<file path="config.mk">
export PLATFORM = sky130hd
export DESIGN_NAME = cache_axi_bridge
export DESIGN_NICKNAME = d
export VERILOG_FILES = /design/src/rtl/cache_axi_bridge.sv
export SDC_FILE = /design/constraint.sdc
export NUM_CORES = 1
export LEC_CHECK = 0
export BUFFER_PORTS_ARGS = -buffer_cell sky130_fd_sc_hd__buf_2
export CORE_AREA = 2 2 169 171
export DETAILED_ROUTE_END_ITERATION = 6
export DIE_AREA = 0 0 171 173
export MAX_ROUTING_LAYER = met4
export SETUP_SLACK_MARGIN = 0.5
export SYNTH_ARGS = -nofsm -noshare
export SYNTH_HDL_FRONTEND = slang
export SYNTH_SLANG_ARGS = --single-unit
</file>
<file path="constraint.sdc">
create_clock -name clk -period 2.85 [get_ports clk]
set_clock_uncertainty 0.15 [all_clocks]
set_input_delay 0.57 -clock clk [delete_from_list [all_inputs] [get_ports clk]]
set_output_delay 0.57 -clock clk [all_outputs]
set_load 0.1 [all_outputs]
</file>
<file path="src/rtl/cache_axi_bridge.sv">
// Bridges L1 cache refill/write-back requests onto an AXI4 master port.
// One read and one write may be in flight at a time, each with its own FSM.
module cache_axi_bridge #(
    parameter logic [3:0]  AXI_ID     = 4'd0,
    parameter int unsigned LINE_BEATS = 4
) (
    input  logic                     clk,
    input  logic                     rst,
    input  logic                     rd_req,
    input  logic [2:0]               rd_type,
    input  logic [31:0]              rd_addr,
    output logic                     rd_rdy,
    output logic                     ret_valid,
    output logic                     ret_last,
    output logic [31:0]              ret_data,
    input  logic                     wr_req,
    input  logic [2:0]               wr_type,
    input  logic [31:0]              wr_addr,
    input  logic [3:0]               wr_wstrb,
    input  logic [32*LINE_BEATS-1:0] wr_data,
    output logic                     wr_rdy,
    output logic [3:0]               arid,
    output logic [31:0]              araddr,
    output logic [7:0]               arlen,
    output logic [2:0]               arsize,
    output logic [1:0]               arburst,
    output logic                     arvalid,
    input  logic                     arready,
    input  logic [3:0]               rid,
    input  logic [31:0]              rdata,
    input  logic [1:0]               rresp,
    input  logic                     rlast,
    input  logic                     rvalid,
    output logic                     rready,
    output logic [3:0]               awid,
    output logic [31:0]              awaddr,
    output logic [7:0]               awlen,
    output logic [2:0]               awsize,
    output logic [1:0]               awburst,
    output logic                     awvalid,
    input  logic                     awready,
    output logic [31:0]              wdata,
    output logic [3:0]               wstrb,
    output logic                     wlast,
    output logic                     wvalid,
    input  logic                     wready,
    input  logic [3:0]               bid,
    input  logic [1:0]               bresp,
    input  logic                     bvalid,
    output logic                     bready
);

    localparam int unsigned BEAT_W     = (LINE_BEATS > 1) ? $clog2(LINE_BEATS) : 1;
    localparam logic [2:0]  TYPE_LINE  = 3'b100;
    localparam logic [1:0]  BURST_INCR = 2'b01;
    localparam logic [7:0]  LINE_LEN   = 8'(LINE_BEATS - 1);

    typedef enum logic [1:0] {R_IDLE, R_AR, R_DATA} rstate_t;
    typedef enum logic [1:0] {W_IDLE, W_SEND, W_RESP} wstate_t;

    rstate_t rstate, rstate_nxt;
    wstate_t wstate, wstate_nxt;

    logic                         raw_hazard;
    logic                         rd_accept;
    logic                         wr_accept;
    logic [31:0]                  wbuf_addr;
    logic                         wbuf_line;
    logic [2:0]                   wbuf_size;
    logic [3:0]                   wbuf_strb;
    logic [LINE_BEATS-1:0][31:0]  wbuf_data;
    logic [BEAT_W-1:0]            beat_cnt;
    logic                         aw_done;
    logic                         w_done;

    // Response IDs and codes are not used by the caches.
    logic unused_ok;
    assign unused_ok = ^{rid, rresp, bid, bresp};

    // Read of a line that is still being written back waits for the B response.
    assign raw_hazard = (wstate != W_IDLE) && (rd_addr[31:4] == wbuf_addr[31:4]);
    assign rd_rdy     = rst && (rstate == R_IDLE) && !raw_hazard;
    assign rd_accept  = rd_req && rd_rdy;
    assign wr_rdy     = rst && (wstate == W_IDLE);
    assign wr_accept  = wr_req && wr_rdy;

    assign ret_valid = rvalid && rready;
    assign ret_last  = rlast;
    assign ret_data  = rdata;

    assign arid    = AXI_ID;
    assign arburst = BURST_INCR;
    assign awid    = AXI_ID;
    assign awburst = BURST_INCR;

    always_ff @(posedge clk or negedge rst) begin
        if (!rst) begin
            rstate <= R_IDLE;
            wstate <= W_IDLE;
        end else begin
            rstate <= rstate_nxt;
            wstate <= wstate_nxt;
        end
    end

    always_comb begin
        rstate_nxt = rstate;
        arvalid    = 1'b0;
        rready     = 1'b0;
        case (rstate)
            R_IDLE: if (rd_accept) rstate_nxt = R_AR;
            R_AR: begin
                arvalid = 1'b1;
                if (arready) rstate_nxt = R_DATA;
            end
            R_DATA: begin
                rready = 1'b1;
                if (rvalid && rlast) rstate_nxt = R_IDLE;
            end
            default: rstate_nxt = R_IDLE;
        endcase
    end

    // W_SEND leaves once both AW and the last W beat have been accepted, in any order.
    always_comb begin
        wstate_nxt = wstate;
        awvalid    = 1'b0;
        wvalid     = 1'b0;
        bready     = 1'b0;
        case (wstate)
            W_IDLE: if (wr_accept) wstate_nxt = W_SEND;
            W_SEND: begin
                awvalid = !aw_done;
                wvalid  = !w_done;
                if ((aw_done || awready) && (w_done || (wready && wlast)))
                    wstate_nxt = W_RESP;
            end
            W_RESP: begin
                bready = 1'b1;
                if (bvalid) wstate_nxt = W_IDLE;
            end
            default: wstate_nxt = W_IDLE;
        endcase
    end

    // AR payload is captured at acceptance and held until the next request.
    always_ff @(posedge clk or negedge rst) begin
        if (!rst) begin
            araddr <= 32'd0;
            arlen  <= 8'd0;
            arsize <= 3'd0;
        end else if (rd_accept) begin
            if (rd_type == TYPE_LINE) begin
                araddr <= {rd_addr[31:4], 4'b0000};
                arlen  <= LINE_LEN;
                arsize <= 3'd2;
            end else begin
                araddr <= rd_addr;
                arlen  <= 8'd0;
                arsize <= {1'b0, rd_type[1:0]};
            end
        end
    end

    // Write buffer and per-channel progress tracking.
    always_ff @(posedge clk or negedge rst) begin
        if (!rst) begin
            wbuf_addr <= 32'd0;
            wbuf_line <= 1'b0;
            wbuf_size <= 3'd0;
            wbuf_strb <= 4'd0;
            wbuf_data <= '0;
            beat_cnt  <= '0;
            aw_done   <= 1'b0;
            w_done    <= 1'b0;
        end else if (wr_accept) begin
            wbuf_addr <= wr_addr;
            wbuf_line <= (wr_type == TYPE_LINE);
            wbuf_size <= (wr_type == TYPE_LINE) ? 3'd2 : {1'b0, wr_type[1:0]};
            wbuf_strb <= wr_wstrb;
            wbuf_data <= wr_data;
            beat_cnt  <= '0;
            aw_done   <= 1'b0;
            w_done    <= 1'b0;
        end else begin
            if (awvalid && awready) aw_done <= 1'b1;
            if (wvalid && wready) begin
                beat_cnt <= BEAT_W'(beat_cnt + 1'b1);
                if (wlast) w_done <= 1'b1;
            end
        end
    end

    assign awaddr = wbuf_line ? {wbuf_addr[31:4], 4'b0000} : wbuf_addr;
    assign awlen  = wbuf_line ? LINE_LEN : 8'd0;
    assign awsize = wbuf_size;
    assign wdata  = wbuf_line ? wbuf_data[beat_cnt] : wbuf_data[0];
    assign wstrb  = wbuf_line ? 4'hF : wbuf_strb;
    assign wlast  = wbuf_line ? (beat_cnt == BEAT_W'(LINE_BEATS - 1)) : 1'b1;

endmodule

</file>
==> flow_metrics.tcl, run 1 <==
set metrics [dict create \
    dr.pass1.iters 5 \
    wire_per_inst_um 18.0 \
    initialDrtViolationCount 470 \
    yosysTopAreaCell "dfrtp_1" \
    status "complete, but fails checks" \
    yosys-top-cells-area "dfrtp_1, nand2_1, buf_4, mux2_2, mux2_4" \
    endpoint_kind "output port" \
    required_ns 2.13 \
    finalWirelength_mm 33.8 \
    fin_ws_ns -0.167 \
    num_rows 61 \
    cts.sinks 210 \
    die_area_um2 29600 \
    cts.path.max_buffers 3 \
    setup_viol_count_final 1 \
    gp_congestion 0.839 \
    area_delta_synth_final_pct 51.6 \
    fin_util 0.565 \
    numCtsBuffers 25 \
    worst_ep_arrival_time_ns 2.30 \
    path_buf_inv 2 \
    cp_top_family "simple AND/OR/NAND/NOR gates" \
    final_common_cell "nand2_1" \
    initial_utilization 0.373 \
    ys.flop_type "dfrtp_1" \
    violations "setup timing" \
    dp_hpwl_mm 20.3 \
    boundaryPins 432 \
    worst_pin_slew_ns 0.879 \
    nFillCells 2412 \
    critPathKind "reg2out" \
    syn-cell-area_um2 10300 \
    routed_via_density 4.80 \
    synth.top_cell.area_share 0.510 \
    vias 8987 \
    layout-drive-gt1-share 0.422 \
    post-route-cell-area_um2 15600 \
    slew-limit-headroom 0.414 \
    dpl_cell_area_um2 12800 \
    die_w_um 171 \
    hold_path_class "in2async" \
    core-area_um2 27600 \
    drtAntennaViolNets 0 \
    layout.nets 1722 \
    track_usage 0.226 \
    crit_fanout 3 \
    fmax_mhz 331 \
    grt_overflow 0 \
    yosysSeqAreaShare 0.510 \
    htree_levels 1 \
    postSynth.asyncResetShare 1.00 \
    io_buffers 329 \
    grt_max_degree 153 \
    clkTransAtPathRegs_ns 0.05 \
    final_cell_mix "nand2_1, buf_2, dfrtp_1" \
    crit_path_cell_trace "xor2_1, nor4_1, nand4_1, nor3_2, buf_4, nor4b_4, buf_6" \
    drv_slew 0 \
    finalCritPeriodShare 1.06 \
    grt_pass1_vias 9147 \
    fp.dieH_um 173 \
    rsz0062_at_grt "true" \
    clockRootBuffer "clkbuf_16" \
    cap_viol_max_count 0 \
    clkLatencyLatePin_ns 0.54 \
    synth_edf_count 0 \
    start_kind "flip-flop" \
    drc 0 \
    finalCriticalPeriod_ns 3.02 \
    yosysWarningCount 0 \
    grt_pass1_wl_mm 51.0 \
    synth-seq-cells 210 \
    grt_antenna_before_repair 12 \
    synth_cell_types 38 \
    final-hold-violation-count 0 \
    slowest_stage "dfrtp_1" \
    cts_tree "done" \
    slowest_delay_ns 0.41 \
    avgSynthCellArea_um2 8.86 \
    synth_cells 1162 \
]
## cells in the mapped netlist, types with 4 or more instances
master / count
o22ai_1: 31
buf_1: 8
a21oi_1: 36
nor2_1: 7
mux2_2: 37
nor2b_1: 7
mux2i_1: 7
clkbuf_1: 54
nand3_1: 33
o21ai_0: 66
mux2_4: 23
dfrtp_1: 210
nand2b_1: 4
or2_2: 4
xnor2_1: 5
nand2_1: 445
buf_4: 90
nor4_1: 5
xor2_1: 24
inv_1: 41
## path summary, 6_finish.rpt
kind	from	end	slack (ns)	cells past startpoint
min in group clk	wr_data[55]	wbuf_data[55]	0.06	3
worst min register to register	wbuf_data[56]	wbuf_data[56]	0.32	2
worst max register to register	wbuf_addr[31]	araddr[31]	0.08	11
worst min-delay path	rst	araddr[28]	0.02	2
max in group asynchronous	rst	wbuf_line	1.79	2
worst max-delay path	wbuf_addr[28]	rd_rdy	-0.17	7
## layer usage
metal / up-vias / global-route usage / share of wire
li1: 4272 / - / -
met1: 4295 / 0.263 / 0.38
met2: 359 / 0.376 / 0.50
met3: 61 / 0.0666 / 0.092
met4: 0 / 0.0667 / 0.030
met5: - / - / 0
## worst reg2reg max path, stage by stage, from the launching register on
cell     delay, ns
dfrtp_1       0.47
xor2_1        0.20
nor4_1        0.31
nand4_1       0.18
buf_4         0.19
buf_6         0.11
buf_6         0.11
o31ai_4       0.21
buf_6         0.19
buf_6         0.13
buf_16        0.12
mux2_4        0.30
## state kept, by name, indices dropped and copies added (netlist names)
register,count
araddr,32
arlen,1
arsize,2
aw_done,1
awsize,2
beat_cnt,2
rstate,2
w_done,1
wbuf_addr,32
wbuf_data,128
wbuf_line,1
wbuf_strb,4
wstate,2
## area by class of cell
type,instances,area (µm²),area share
flip-flops and latches,210,5260,0.337
multi-input cells,779,5220,0.334
repair buffers,407,3630,0.232
clock buffers,41,786,0.0503
well taps,378,473,0.0303
inverters,42,159,0.0102
clock inverters,3,55.1,0.00353
diodes,12,30.0,0.00192
## cell families after synthesis
family	Yosys count	share of synthesized area
fa+ha+maj	1	0.00121
other cells	2	0.000729
mux	67	0.0808
simple gates	516	0.201
xor+xnor	29	0.0247
compound gates	140	0.0752
buf+inv	197	0.107
flops	210	0.510
## metrics by stage
step	setup TNS (ns)	setup slack (ns)	cells	hold slack [ns]
2_1_floorplan	0	0.00981	1186	0.124
3_3_place_gp	-0.0385	-0.0385	1762	0.230
3_5_place_dp	-0.142	-0.142	1762	0.228
4_1_cts	-0.178	-0.178	1842	0.0442
5_1_grt	-0.263	-0.244	1872	0.0637
6_report	-0.167	-0.167	1872	0.0180
## repair_timing
action	4_1_cts	5_1_grt
cloned	14	2
hold buffers	1	0
pin swaps	33	19
endpoints found under the hold margin	5	0
gates resized for setup	240	46
setup buffers	21	16
setup endpoints to repair	86	85
Power of run 1 is left out: the tool's default activity adds up to more than one toggle a clock period on the data nets, which glitch-free logic cannot reach.
==> run 2: changes to the inputs <==
--- a/config.mk
+++ b/config.mk
@@ -7,8 +7,9 @@
 export LEC_CHECK = 0
 export BUFFER_PORTS_ARGS = -buffer_cell sky130_fd_sc_hd__buf_2
-export CORE_AREA = 2 2 169 171
+export CORE_AREA = 2 2 167 169
 export DETAILED_ROUTE_END_ITERATION = 6
-export DIE_AREA = 0 0 171 173
+export DIE_AREA = 0 0 169 171
 export MAX_ROUTING_LAYER = met4
+export PLACE_DENSITY = 0.66
 export SETUP_SLACK_MARGIN = 0.5
 export SYNTH_ARGS = -nofsm -noshare
--- a/constraint.sdc
+++ b/constraint.sdc
@@ -3,3 +3,3 @@
 set_input_delay 0.57 -clock clk [delete_from_list [all_inputs] [get_ports clk]]
 set_output_delay 0.57 -clock clk [all_outputs]
-set_load 0.1 [all_outputs]
+set_load 0.05 [all_outputs]
==> run 2 against run 1 <==
  * The run still ends with setup timing left
  * Critical path type unchanged
  * Fmax is 2.1% higher
  * Final cell count is 2.2% lower
  * Non-clock buffer count is 3 lower
  * Worst setup slack better by 0.061 ns
  * Global-route usage hardly changed
  * Final area is 6.3% lower
  * Die area is 2.3% lower
  * First-iteration DRC count is 7.2% higher
  * Routed wire length is 2.9% lower
  * Sequential share of layout area is 2.3 points higher
  * Utilization is 3.0 points lower
==> flow_metrics.tcl, run 2 (same netlist as run 1, synthesis figures left out) <==
set metrics [dict create \
    status "complete, but fails checks" \
    violations "setup timing" \
    powerDensity_nw_per_um2 1330 \
    clkTransAtPathRegs_ns 0.06 \
    critPathKind "reg2out" \
    slowest_stage "dfrtp_1" \
    cap_viol_max_count 0 \
    tns_ns -1.32 \
    start_kind "flip-flop" \
    rsz0062_at_grt "true" \
    drtAntennaViolNets 0 \
    grt_max_degree 166 \
    fin_cells 1831 \
    die_area_um2 28900 \
    largest_reg_flops 128 \
    finalCriticalPeriod_ns 2.96 \
    crit_path_cell_trace "xor2_1, nor4_2, buf_4, nand4_1, nor3_2, nor4b_2, buf_4" \
    area_delta_synth_final_pct 42.0 \
    clockRootBuffer "clkbuf_16" \
    io_buffers 329 \
    cts_tree "done" \
    boundaryPins 432 \
    fmax_mhz 338 \
    layout.nets 1719 \
    initialDrtViolationCount 504 \
    endpoint "rd_rdy" \
    dr.pass1.iters 5 \
    cp-startpoint "wbuf_addr[12]" \
    layout-drive-gt1-share 0.408 \
    power_leakage_nw 7.54 \
    setup_viol_count_final 30 \
    path_buf_inv 2 \
    gp_congestion 0.828 \
    cts.path.max_buffers 3 \
    endpoint_kind "output port" \
    worst_ep_arrival_time_ns 2.24 \
    grt_overflow 0 \
    initial_utilization 0.377 \
    track_usage 0.226 \
    final_common_cell "nand2_1" \
    finalWirelength_mm 32.8 \
    grt_pass1_wl_mm 50.0 \
    fin_util 0.535 \
    die_w_um 169 \
    numCtsBuffers 25 \
    fin_ws_ns -0.105 \
    top_regs "wbuf_data (128), araddr (32), wbuf_addr (32)" \
    vias 9030 \
    wire_per_inst_um 17.9 \
    cp.depth 7 \
    multi_input_area_um2 4770 \
    dp.cells 1725 \
    final-hold-violation-count 0 \
    core-area_um2 27300 \
    reg2regPathDepth 13 \
    final_cell_mix "nand2_1, buf_2, dfrtp_1" \
    required_ns 2.13 \
    htree_levels 1 \
    rrSetupSlack_ns -0.10 \
    worst_pin_slew_ns 0.959 \
    finalCritPeriodShare 1.04 \
    seqCellArea_um2 5260 \
    clkLatencyLatePin_ns 0.53 \
    drc 0 \
    cts.sinks 210 \
    nFillCells 2412 \
    routed_via_density 4.93 \
    cp_top_family "simple AND/OR/NAND/NOR gates" \
    r2r-end "araddr[14]" \
    hold_path_class "in2async" \
    slew-limit-headroom 0.361 \
    num_rows 61 \
    r2r_start "wbuf_addr[12]" \
    slowest_delay_ns 0.39 \
    largest-register "wbuf_data" \
    ir_worst_vdd_mv 0.647 \
    grt_pass1_vias 9268 \
    fp.dieH_um 171 \
    grt_antenna_before_repair 7 \
    drv_slew 0 \
    dp_hpwl_mm 19.4 \
    worst_path_most_repeated_cell "buf_4" \
    crit_fanout 2 \
]
[run 2: cell types whose count changed in the layout (fill, tap and decap cells not counted), moves of 7 or more]
| cell | change |
|---|---|
| o22ai_4 | -19 |
| buf_12 | -45 |
| o22ai_2 | +19 |
| buf_6 | +33 |
| a21oi_4 | -29 |
| o21ai_2 | -8 |
| a21oi_2 | +29 |
| buf_2 | +7 |
| buf_8 | +10 |
[run 2: cell type report]
cell class                 count  share of cell area
clock inverter                 9             0.00530
tap                          346              0.0296
clock buffer                  34              0.0492
antenna                        7             0.00120
sequential                   210               0.360
multi-input combinational    779               0.326
inverter                      42              0.0110
timing repair buffer         404               0.218
[run 2: how the worst min path moves through the flow]
stage | startpoint | end | slack (ns)
after floorplan | rst | araddr[0] | 0.12
after global placement | rst | araddr[23] | 0.24
after detailed placement | rst | araddr[23] | 0.23
after CTS | rst | w_done | 0.05
after global routing | wr_data[24] | wbuf_data[24] | 0.07
final | rst | wstate[1] | 0.05
[run 2: power breakdown]
group          switching [mW]  internal (mW)
Combinational            6.60           4.36
Clock                    1.26           1.85
Sequential               1.02           4.40
[run 2: what timing repair did]
action / in CTS / in global routing
pin swaps: 29 / 7
cloned: 15 / 1
setup buffers: 34 / 5
hold endpoints to repair: 4 / 0
endpoints found under the setup margin: 76 / 81
hold buffers: 1 / 0
gates resized for setup: 245 / 43
[run 2: metrics by stage]
stage / total power [mW] / instance area, µm² / hold slack [ns] / setup WS (ns)
2_1_floorplan: 11.9 / 10500 / 0.124 / 0.223
3_3_place_gp: 13.5 / 12000 / 0.236 / -0.154
3_5_place_dp: 13.6 / 12000 / 0.231 / -0.197
4_1_cts: 19.1 / 14300 / 0.0471 / -0.189
5_1_grt: 20.5 / 14600 / 0.0652 / -0.220
6_report: 19.5 / 14600 / 0.0537 / -0.105
[run 2: worst reg2reg max path: cells and delay by family (launching register included)]
kind | cells | cell delay (ns)
buf+inv | 8 | 1.10
simple gates | 2 | 0.49
flops | 1 | 0.39
mux | 1 | 0.30
compound gates | 1 | 0.22
xor+xnor | 1 | 0.18
[run 2: per-layer routing]
metal / global-route usage / wire [µm]
met1: 0.256 / 12600
met2: 0.389 / 16600
met3: 0.0539 / 2470
met4: 0.0844 / 1170
met5: - / 0
(Power assumes the default switching activity.)
==> run 3: changes to the inputs <==
- clock period: 2.85 -> 3 ns (I/O delays scaled with it)
==> run 3 against run 2 <==
  * The run now ends clean
  * Sequential cell count stayed put
  * Via count rose by 0.23%
  * Critical path depth did not move
  * Largest cell class unchanged
  * Clock power decreased by 5%
  * Utilization increased by 0.060 points
  * Final cell count is essentially flat
  * Register-to-register slack improved by 0.51 ns
  * Largest power group unchanged
  * Power fell by 5.0%
  * Final area grew 0.11%
  * Critical path type unchanged
  * Routed wire length is 1.6% higher
  * Worst hold slack got worse by 0.011 ns
==> flow_metrics.tcl, run 3 (same netlist as run 1, synthesis figures left out) <==
set metrics [dict create \
    status "finished, final reports clean" \
    num_rows 61 \
    path_buf_inv 2 \
    powerDensity_nw_per_um2 1260 \
    cts_tree "done" \
    boundaryPins 432 \
    endpoint_kind "output port" \
    dr.pass1.iters 5 \
    largest_reg_flops 128 \
    cts.sinks 210 \
    cp_top_family "simple AND/OR/NAND/NOR gates" \
    final_cell_mix "nand2_1, buf_2, dfrtp_1" \
    setup_viol_count_final 0 \
    drc 0 \
    layout.nets 1722 \
    ir_worst_vdd_mv 0.803 \
    r2r_start "wbuf_addr[12]" \
    clkLatencyLatePin_ns 0.51 \
    rsz0062_at_grt "true" \
    finalCriticalPeriod_ns 2.98 \
    finalWirelength_mm 33.3 \
    crit_path_cell_trace "xnor2_1, nand4_1, or3_4, nor3_1, buf_4, nor4b_4, buf_6" \
    final_common_cell "nand2_1" \
    fp.dieH_um 171 \
    htree_levels 1 \
    worst_pin_slew_ns 0.817 \
    die_area_um2 28900 \
    dp_hpwl_mm 20.2 \
    tns_ns 0 \
    initialDrtViolationCount 533 \
    slew-limit-headroom 0.456 \
    slowest_delay_ns 0.43 \
    slowest_stage "dfrtp_1" \
    grt_overflow 0 \
    numCtsBuffers 25 \
    crit_fanout 3 \
    vias 9051 \
    top_regs "wbuf_data (128), araddr (32), wbuf_addr (32)" \
    core-area_um2 27300 \
    wire_per_inst_um 18.2 \
    gp_congestion 0.823 \
    track_usage 0.228 \
    grt_max_degree 77 \
    largest-register "wbuf_data" \
    cap_viol_max_count 0 \
    area_delta_synth_final_pct 42.1 \
    layout-drive-gt1-share 0.422 \
    finalCritPeriodShare 0.994 \
    drtAntennaViolNets 0 \
    initial_utilization 0.377 \
    start_kind "flip-flop" \
    die_w_um 169 \
    io_buffers 329 \
    nFillCells 2397 \
    final-hold-violation-count 0 \
    grt_pass1_wl_mm 50.3 \
    grt_pass1_vias 9177 \
    fin_cells 1830 \
    routed_via_density 4.95 \
    critPathKind "reg2out" \
    worst_ep_arrival_time_ns 2.23 \
    fin_util 0.536 \
    cp-startpoint "wbuf_addr[27]" \
    clockRootBuffer "clkbuf_16" \
    grt_antenna_before_repair 6 \
    fmax_mhz 335 \
    clkTransAtPathRegs_ns 0.06 \
    hold_path_class "in2async" \
    cts.path.max_buffers 3 \
    required_ns 2.25 \
    power_leakage_nw 7.51 \
    dp.cells 1732 \
    drv_slew 0 \
]
[run 3: stage by stage]
step                      hold WS (ns)  setup slack [ns]  cell area [µm²]  power [mW]
after floorplan                  0.154             0.309            10500        11.3
after global placement           0.297            -0.112            12000        12.8
after detailed placement         0.296           -0.0864            12000        13.0
after CTS                       0.0380            -0.108            14300        18.1
after global routing            0.0633            -0.117            14600        19.4
final                           0.0422            0.0165            14600        18.5
[run 3: timing repair]
action                                  in CTS  in global routing
gates resized for setup                    246                 43
pin swaps                                   44                 11
hold endpoints to repair                     5                  0
hold buffers                                 2                  0
endpoints found under the setup margin      64                 74
gates cloned                                15                  2
buffers inserted                            29                  4
[run 3: final cells by class]
class,instances,area (µm²),share of cell area
Antenna cell,6,15.0,0.00103
Clock buffer,35,713,0.0487
Clock inverter,5,75.1,0.00513
Inverter,42,158,0.0108
Multi-Input combinational cell,779,4870,0.333
Sequential cell,210,5260,0.359
Tap cell,346,433,0.0296
Timing Repair Buffer,407,3110,0.213
[run 3: path summary, 6_finish.rpt]
kind	to	slack [ns]	cells past startpoint
max	rd_rdy	0.02	7
min	wbuf_addr[11]	0.04	2
max reg2reg	araddr[26]	0.41	10
min reg2reg	wbuf_addr[3]	0.32	2
max in group asynchronous	araddr[16]	1.24	4
min in group clk	wbuf_data[53]	0.12	3
[run 3: power by group]
part	total (mW)	internal [mW]	switching [mW]	leakage, nW
Clock	2.97	1.80	1.17	0.390
Combinational	10.3	4.04	6.29	4.54
Sequential	5.21	4.17	1.03	2.58
[run 3: routing by layer]
| layer | vias to the layer above | wire [µm] | global-route usage |
|---|---|---|---|
| li1 | 4251 | - | - |
| met1 | 4361 | 13200 | 0.266 |
| met2 | 365 | 16800 | 0.391 |
| met3 | 74 | 2100 | 0.0430 |
| met4 | 0 | 1200 | 0.0873 |
| met5 | - | 0 | - |
